===== config.mk =====
export PLATFORM = sky130hd
export DESIGN_NAME = param_mux_scanner
export DESIGN_NICKNAME = d
export VERILOG_FILES = /design/src/rtl/param_mux_scanner.sv
export SDC_FILE = /design/constraint.sdc
export NUM_CORES = 1
export LEC_CHECK = 0
export CORE_AREA = 5 5 53 55
export CTS_CLUSTER_SIZE = 28
export DETAILED_ROUTE_END_ITERATION = 8
export DIE_AREA = 0 0 58 60
export GPL_TIMING_DRIVEN = 0
export HOLD_SLACK_MARGIN = 0.02
export PLACE_DENSITY_LB_ADDON = 0.05
export REMOVE_ABC_BUFFERS = 1
export SYNTH_ARGS = -nofsm -noshare
export SYNTH_HDL_FRONTEND = slang
export SYNTH_SLANG_ARGS = --single-unit
export TNS_END_PERCENT = 20

===== constraint.sdc =====
create_clock -name CLOCK_50 -period 6.1 [get_ports CLOCK_50]
set_input_delay 1.22 -clock CLOCK_50 [delete_from_list [all_inputs] [get_ports CLOCK_50]]
set_output_delay 1.22 -clock CLOCK_50 [all_outputs]
set_load 0.05 [all_outputs]

===== src/rtl/param_mux_scanner.sv =====
// Registered N:1 channel selector with manual, auto-scan, single-step and hold modes.
// The channel pointer and its data are registered on the same edge, so dout always matches cur_ch.
module param_mux_scanner #(
    parameter int N     = 8,
    parameter int W     = 1,
    parameter int SELW  = $clog2(N),
    parameter int DWELL = 50
) (
    input  logic            CLOCK_50,
    input  logic            reset,
    input  logic [N*W-1:0]  data_in,
    input  logic [SELW-1:0] sel_n,
    input  logic [1:0]      mode,
    input  logic            step_n,
    output logic [W-1:0]    dout,
    output logic [SELW-1:0] cur_ch,
    output logic            ch_strobe,
    output logic            sel_err
);
    localparam int CW = $clog2(DWELL) + 1;

    typedef enum logic [1:0] {
        M_MANUAL = 2'b00,
        M_AUTO   = 2'b01,
        M_STEP   = 2'b10,
        M_HOLD   = 2'b11
    } mode_e;

    logic [SELW-1:0] r_ptr;
    logic [W-1:0]    r_dout;
    logic            r_strobe;
    logic            r_err;
    logic [CW-1:0]   r_cnt;
    logic [1:0]      r_mode;
    logic            r_s1, r_s2, r_prev;

    logic [SELW-1:0] w_idx;
    logic            w_oor;
    logic [SELW-1:0] w_inc;
    logic            w_mode_chg;
    logic            w_step_edge;
    logic [SELW-1:0] w_next;
    logic [CW-1:0]   w_cnt_nxt;
    logic            w_err;
    logic [W-1:0]    w_dout;

    always_comb begin
        w_idx       = ~sel_n;
        w_oor       = {1'b0, w_idx} >= (SELW+1)'(N);
        // explicit wrap so non-power-of-two N never reaches an unused index
        w_inc       = (r_ptr == SELW'(N-1)) ? '0 : r_ptr + 1'b1;
        w_mode_chg  = (mode != r_mode);
        w_step_edge = r_prev & ~r_s2;
        w_next      = r_ptr;
        w_cnt_nxt   = '0;
        w_err       = 1'b0;
        case (mode_e'(mode))
            M_MANUAL: begin
                if (w_oor) w_err  = 1'b1;
                else       w_next = w_idx;
            end
            M_AUTO: begin
                if (w_mode_chg)
                    w_cnt_nxt = '0;
                else if (r_cnt == CW'(DWELL-1)) begin
                    w_next    = w_inc;
                    w_cnt_nxt = '0;
                end else
                    w_cnt_nxt = r_cnt + 1'b1;
            end
            M_STEP: begin
                if (w_step_edge) w_next = w_inc;
            end
            default: ;
        endcase
        w_dout = w_err ? '0 : data_in[int'(w_next)*W +: W];
    end

    always_ff @(posedge CLOCK_50) begin
        if (reset) begin
            r_ptr    <= '0;
            r_dout   <= '0;
            r_strobe <= 1'b0;
            r_err    <= 1'b0;
            r_cnt    <= '0;
            // tracking the live mode through reset lets a scan start counting on the first cycle out
            r_mode   <= mode;
            r_s1     <= 1'b1;
            r_s2     <= 1'b1;
            r_prev   <= 1'b1;
        end else begin
            r_ptr    <= w_next;
            r_dout   <= w_dout;
            r_strobe <= (w_next != r_ptr);
            r_err    <= w_err;
            r_cnt    <= w_cnt_nxt;
            r_mode   <= mode;
            r_s1     <= step_n;
            r_s2     <= r_s1;
            r_prev   <= r_s2;
        end
    end

    assign dout      = r_dout;
    assign cur_ch    = r_ptr;
    assign ch_strobe = r_strobe;
    assign sel_err   = r_err;
endmodule


==> metrics.txt, run 1 <==
total gr overflow 0; GPL Wtd Cong 0.7598; worst r2r src r_cnt[0]$_SDFF_PP0_; Setup TNS 0 ns; clock buffer depth 2; worst hold path type reg -> reg; Primary FF master, synth dfxtp_1; commonest cells after routing, fill and taps aside clkdlybuf4s50_1 (20), dfxtp_1 (17), nor2_1 (15), mux2i_1 (8), nand3_1 (6); Starting DRT DRC Count 13; hold-fix buffers at CTS 0; CTS buffer count 3; Max FO, Critical Path 11; setup ws final 2.745 ns; Critical Path RT 6.28 ns; Tmin final 3.355 ns; sequential fraction of the synthesis area 0.3542; share of cells above drive strength 1 0.1148; flip-flop and latch count after synthesis 17; Worst R2R Setup Slack 3.78 ns; RSZ-0062 raised after global routing false; max incr delay on CP 0.60 ns; WP data arrival 3.53 ns; vias in the first global route 774; # IOs 22; Clock Latency Late Sink 0.29 ns; Global Route Usage Sum 0.1105; PwrDens 194.6 mW/mm²; placed wire-length estimate 1450 µm; WHS Path Cells 1; Rows 18; Root Buffer clkbuf_4; worst reg2reg endpoint dout$_SDFF_PP0_; Max Cap Violations 0; critical path endpoint category flip-flop; clk sinks 17; commonest non-fill, non-tap cell in the layout clkdlybuf4s50_1; critical path startpoint category primary input; FILL cells 243; detail-routed via count per cell 4.941; Worst Tran Pin Value 0.5086 ns; fin crit share 0.5500; crit-path most repeated cell mux2i_1; Setup Viol. Count Final 0; DIE AREA 0.003480 mm²; Rel. slew slack 0.6599; YS warnings 0; # DRC 0; H-tree levels 1; post-CTS setup buffers 0; CP max-delay cell clkdlybuf4s50_1; Final Hold Vio Count 0; WHS Endpoint r_s2$_SDFF_PP1_; Leak 0.4655 nW; core box area 0.002342 mm²; R2R cell count 8; min-delay src r_s1$_SDFF_PP1_; clock slew at reported path FFs 0.11 ns; cell count after synthesis 102; first-pass GRT wire length 2994 µm; fin nets 143; TritonCTS clock tree built; Final Max Tran Viols 0; Post-synth EDFFs 0; ANT cells 0; die width 58 µm; pre-CTS WS 2.435 ns; Critical Path, Cell by Cell clkdlybuf4s50_1 -> nor3b_2 -> nand4_4 -> nand4bb_1 -> nand3_1 -> mux2i_1 -> mux2i_1 -> a311o_1; largest net degree at the start of global routing 12; worst vdd rail ir drop 0.0001020 V; Area growth, synth to finish 25.52%; final wirelength 1825 µm; drt wl/cell 12.01 µm; initial antenna violation count 0; Unique masters post-synth 38; I/O Buffers 20; mapped cell area 960.9 µm²; post_cts resized 0; initial core utilization 0.4103; post-route ant nets 0; Via Count 751; final setup skew 0.009619 ns; Die H 60 µm; Detailed Routing Iterations Pass 1 4; status finished clean; syn avg cell area 9.421 µm²; Crit Path Class in -> reg; achievable clock frequency 298.0 MHz; Hold WS 0.4304 ns; Post-synth ARST share 0
-- worst max-delay path by stage --
| stage | start | to | slack (ns) | cells after the start |
|---|---|---|---|---|
| 6_report | mode[1] | dout$_SDFF_PP0_ | 2.74 | 8 |
| 5_1_grt | mode[1] | dout$_SDFF_PP0_ | 2.56 | 8 |
| 4_1_cts | mode[1] | dout$_SDFF_PP0_ | 2.74 | 8 |
| 3_5_place_dp | mode[1] | dout$_SDFF_PP0_ | 2.43 | 8 |
| 3_3_place_gp | mode[1] | dout$_SDFF_PP0_ | 2.44 | 8 |
| 2_1_floorplan | mode[1] | dout$_SDFF_PP0_ | 3.31 | 7 |
-- cells in the mapped netlist, types with 2 or more instances --
library cell  number  area, µm²
nor2_1            15      56.30
ha_1               4      50.05
clkbuf_1           2      7.510
mux2i_1            8      80.08
xnor2_1            3      26.28
or2_2              3      18.77
buf_4              2      15.01
o21ai_0            2      10.01
dfxtp_1           17      340.3
inv_1              5      18.77
a21oi_1            2      10.01
nand2_1            3      11.26
xor2_1             3      26.28
nor2b_1            2      12.51
a31oi_1            3      18.77
nand3_1            6      30.03
-- worst max-delay path, delay by kind of cell --
family	cells	cell delay [ns]
AO/OA/AOI/OAI	1	0.36
AND/OR/NAND/NOR	4	1.03
buffers and inverters	1	0.60
multiplexers	2	0.32
-- metrics by stage --
stage / cell area (µm²) / power (W) / instances / util
finish: 1206 / 0.0002348 / 152 / 0.5150
global route: 1206 / 0.0002478 / 152 / 0.5150
CTS: 1206 / 0.0002403 / 152 / 0.5150
detailed placement: 1176 / 0.0001755 / 148 / 0.5021
global placement: 1176 / 0.0001748 / 148 / 0.5021
floorplan: 938.4 / 0.0001534 / 98 / -
-- cell families after synthesis --
logic type               share of synthesized area
flip-flops                                  0.3542
multiplexers                               0.09896
AND/OR/NAND/NOR                             0.2643
other                                     0.003903
XOR/XNOR                                   0.05470
buffers and inverters                      0.04297
AO/OA/AOI/OAI                               0.1289
adder cells (fa/ha/maj)                    0.05209
-- power breakdown --
group          internal [W]  leakage, nW  switching, W
Combinational     0.0000252        0.312     0.0000288
Sequential         0.000115        0.139    0.00000303
Clock             0.0000249       0.0139     0.0000375
Total              0.000165        0.466     0.0000693
-- routing by layer --
layer	track usage	up-vias	routed length, µm
met4	0.03974	0	15
met3	0.02376	2	91
met1	0.1391	330	896
met2	0.1855	20	821
met5	0	-	0
li1	-	399	-
-- flip-flops by register name (all words and copies together), names as in the netlist --
register   cells
r_mode         2
ch_strobe      1
r_s1           1
cur_ch         3
r_s2           1
r_prev         1
dout           1
r_cnt          7
-- layout make-up --
cell class | count | area (µm²) | share of cell area
multi-input combinational | 76 | 579.3 | 0.4803
clock buffer | 3 | 22.52 | 0.01867
inverter | 5 | 18.77 | 0.01556
sequential | 17 | 340.3 | 0.2822
timing repair buffer | 20 | 200.2 | 0.1660
clock inverter | 1 | 7.507 | 0.006224
tap | 30 | 37.54 | 0.03112
Power figures use the tool's default switching activity.
==> inputs of run 2 (changes only) <==
- clock period: 6.1 -> 2.7 ns (I/O delays scaled with it)
==> metrics.txt, run 2 (synthesized netlist as in run 1, its figures left out) <==
commonest cells after routing, fill and taps aside clkdlybuf4s50_1 (19), dfxtp_1 (17), nor2_1 (15), mux2i_1 (8), nand3_1 (6); fin crit share 0.9248; post-route ant nets 0 (unchanged); placed cell area 0.001176 mm² (unchanged); clock buffer depth 2 (unchanged); commonest non-fill, non-tap cell in the layout clkdlybuf4s50_1; delay-heaviest family, CP buffers and inverters; fin nets 143 (unchanged); WHS Path Cells 1 (unchanged); initial core utilization 0.4103 (unchanged); Final Hold Vio Count 0 (unchanged); post-CTS setup buffers 0 (unchanged); Worst Tran Pin Value 0.5086 ns (unchanged); worst vdd rail ir drop 0.0002295 V (+120%); max incr delay on CP 0.62 ns (+0.02 ns); ANT cells 0 (unchanged); DIE AREA 0.003480 mm² (unchanged); pre-CTS WS -0.2853 ns (-2.720 ns); Rel. slew slack 0.6599 (unchanged); first-pass GRT wire length 2994 µm (unchanged); Crit Path Class in -> reg; critical path endpoint category flip-flop; H-tree levels 1 (unchanged); GPL Wtd Cong 0.7598 (unchanged); Starting DRT DRC Count 12 (-1); clk sinks 17 (unchanged); final wirelength 1836 µm (+0.60%); I/O Buffers 20 (unchanged); # IOs 22 (unchanged); max FFs per register 7 (unchanged); CP Depth 8 (unchanged); R2R cell count 8 (unchanged); Setup Viol. Count Final 0 (unchanged); Final Max Tran Viols 0 (unchanged); die width 58 µm (unchanged); Max Cap Violations 0 (unchanged); TritonCTS clock tree built; Top reg by flops r_cnt; # DRC 0 (unchanged); Via Count 750 (-0.13%); largest net degree at the start of global routing 12 (unchanged); PwrDens 436.4 mW/mm² (+120%); setup ws final 0.2030 ns (-2.542 ns); worst hold path type reg -> reg; clock slew at reported path FFs 0.11 ns (about the same); final setup skew 0.007339 ns (-0.002281 ns); placed wire-length estimate 1450 µm (unchanged); detail-routed via count per cell 4.934 (-0.13%); drt wl/cell 12.08 µm (+0.60%); WP data arrival 2.68 ns (-0.85 ns); CTS buffer count 3 (unchanged); Leak 0.4776 nW (+2.6%); placed cells 148 (unchanged); RSZ-0062 raised after global routing false; Root Buffer clkbuf_4; total gr overflow 0 (unchanged); vias in the first global route 774 (unchanged); critical path startpoint category primary input; Rows 18 (unchanged); Hold WS 0.4296 ns (-0.0008130 ns); WP buf/inv 1 (unchanged); Area growth, synth to finish 26.43%; status finished clean; Critical Path, Cell by Cell clkdlybuf4s50_1 -> nor2_1 -> a2bb2oi_1 -> nand3_1 -> nand3_1 -> mux2i_1 -> mux2i_1 -> a311o_1; Cell Count, Final, Fillers Out 152 (unchanged); share of cells above drive strength 1 0.1148 (unchanged); initial antenna violation count 0 (unchanged); core box area 0.002342 mm² (unchanged); total chip power 0.0005302 W (+130%); Critical Path RT 2.88 ns (-3.40 ns); Clock Latency Late Sink 0.29 ns (about the same); Die H 60 µm (unchanged); Global Route Usage Sum 0.1105 (unchanged); CP max-delay cell clkdlybuf4s50_1; Detailed Routing Iterations Pass 1 4 (unchanged); Max FO, Critical Path 11 (unchanged); post-route design area 0.001215 mm² (+0.73%); Tmin final 2.497 ns; achievable clock frequency 400.5 MHz
## run 2: cell count changes in the layout (fill, tap and decap cells not counted)
| cell | before | now |
|---|---|---|
| dlymetal6s2s_1 | 0 | 1 |
| clkdlybuf4s50_1 | 20 | 19 |
| nor3b_2 | 1 | 0 |
| nor3b_4 | 0 | 1 |
## run 2: metrics by stage
stage / util / setup TNS (ns)
final: 0.5187 / 0
after global routing: 0.5187 / 0
after CTS: 0.5150 / 0
after detailed placement: 0.5021 / -0.2853
after global placement: 0.5021 / -0.2805
after floorplan: - / 0
## run 2: repair_timing
action                     4_1_cts  5_1_grt
hold buffers                     0        0
gates resized for setup          0        2
setup endpoints to repair        0        1
## run 2: where the power goes
group          switching [W]  total [W]  internal [W]
logic              0.0000654   0.000123     0.0000574
clock network      0.0000832   0.000139     0.0000562
registers         0.00000726   0.000268      0.000261
total               0.000156   0.000530      0.000374
## run 2: cell type report
class                      count  area, µm²
clock buffer                   3      22.52
sequential                    17      340.3
multi-input combinational     76      585.6
clock inverter                 1      7.507
inverter                       5      18.77
timing repair buffer          20      202.7
tap                           30      37.54
fill                         243       1127
## run 2: final timing paths
| path | startpoint | endpoint | slack, ns |
|---|---|---|---|
| setup reg to reg | r_cnt[0]$_SDFF_PP0_ | dout$_SDFF_PP0_ | 0.39 |
| setup / recovery | mode[0] | dout$_SDFF_PP0_ | 0.20 |
| hold reg to reg | r_s1$_SDFF_PP1_ | r_s2$_SDFF_PP1_ | 0.43 |
| hold / removal | r_s1$_SDFF_PP1_ | r_s2$_SDFF_PP1_ | 0.43 |
## run 2: routing by layer
metal / up-vias / wire (µm) / track usage
met4: 0 / 15 / 0.03974
met1: 328 / 898 / 0.1391
met5: - / 0 / 0
li1: 400 / - / -
met3: 2 / 91 / 0.02376
met2: 20 / 830 / 0.1855
## run 2: worst reg2reg max path, cell delays in order (launching register included)
cell       delay [ns]
dfxtp_1          0.40
ha_1             0.18
nor4b_4          0.27
nand4_4          0.19
nand4bb_1        0.25
nand3_1          0.23
mux2i_1          0.22
mux2i_1          0.10
a311o_1          0.36
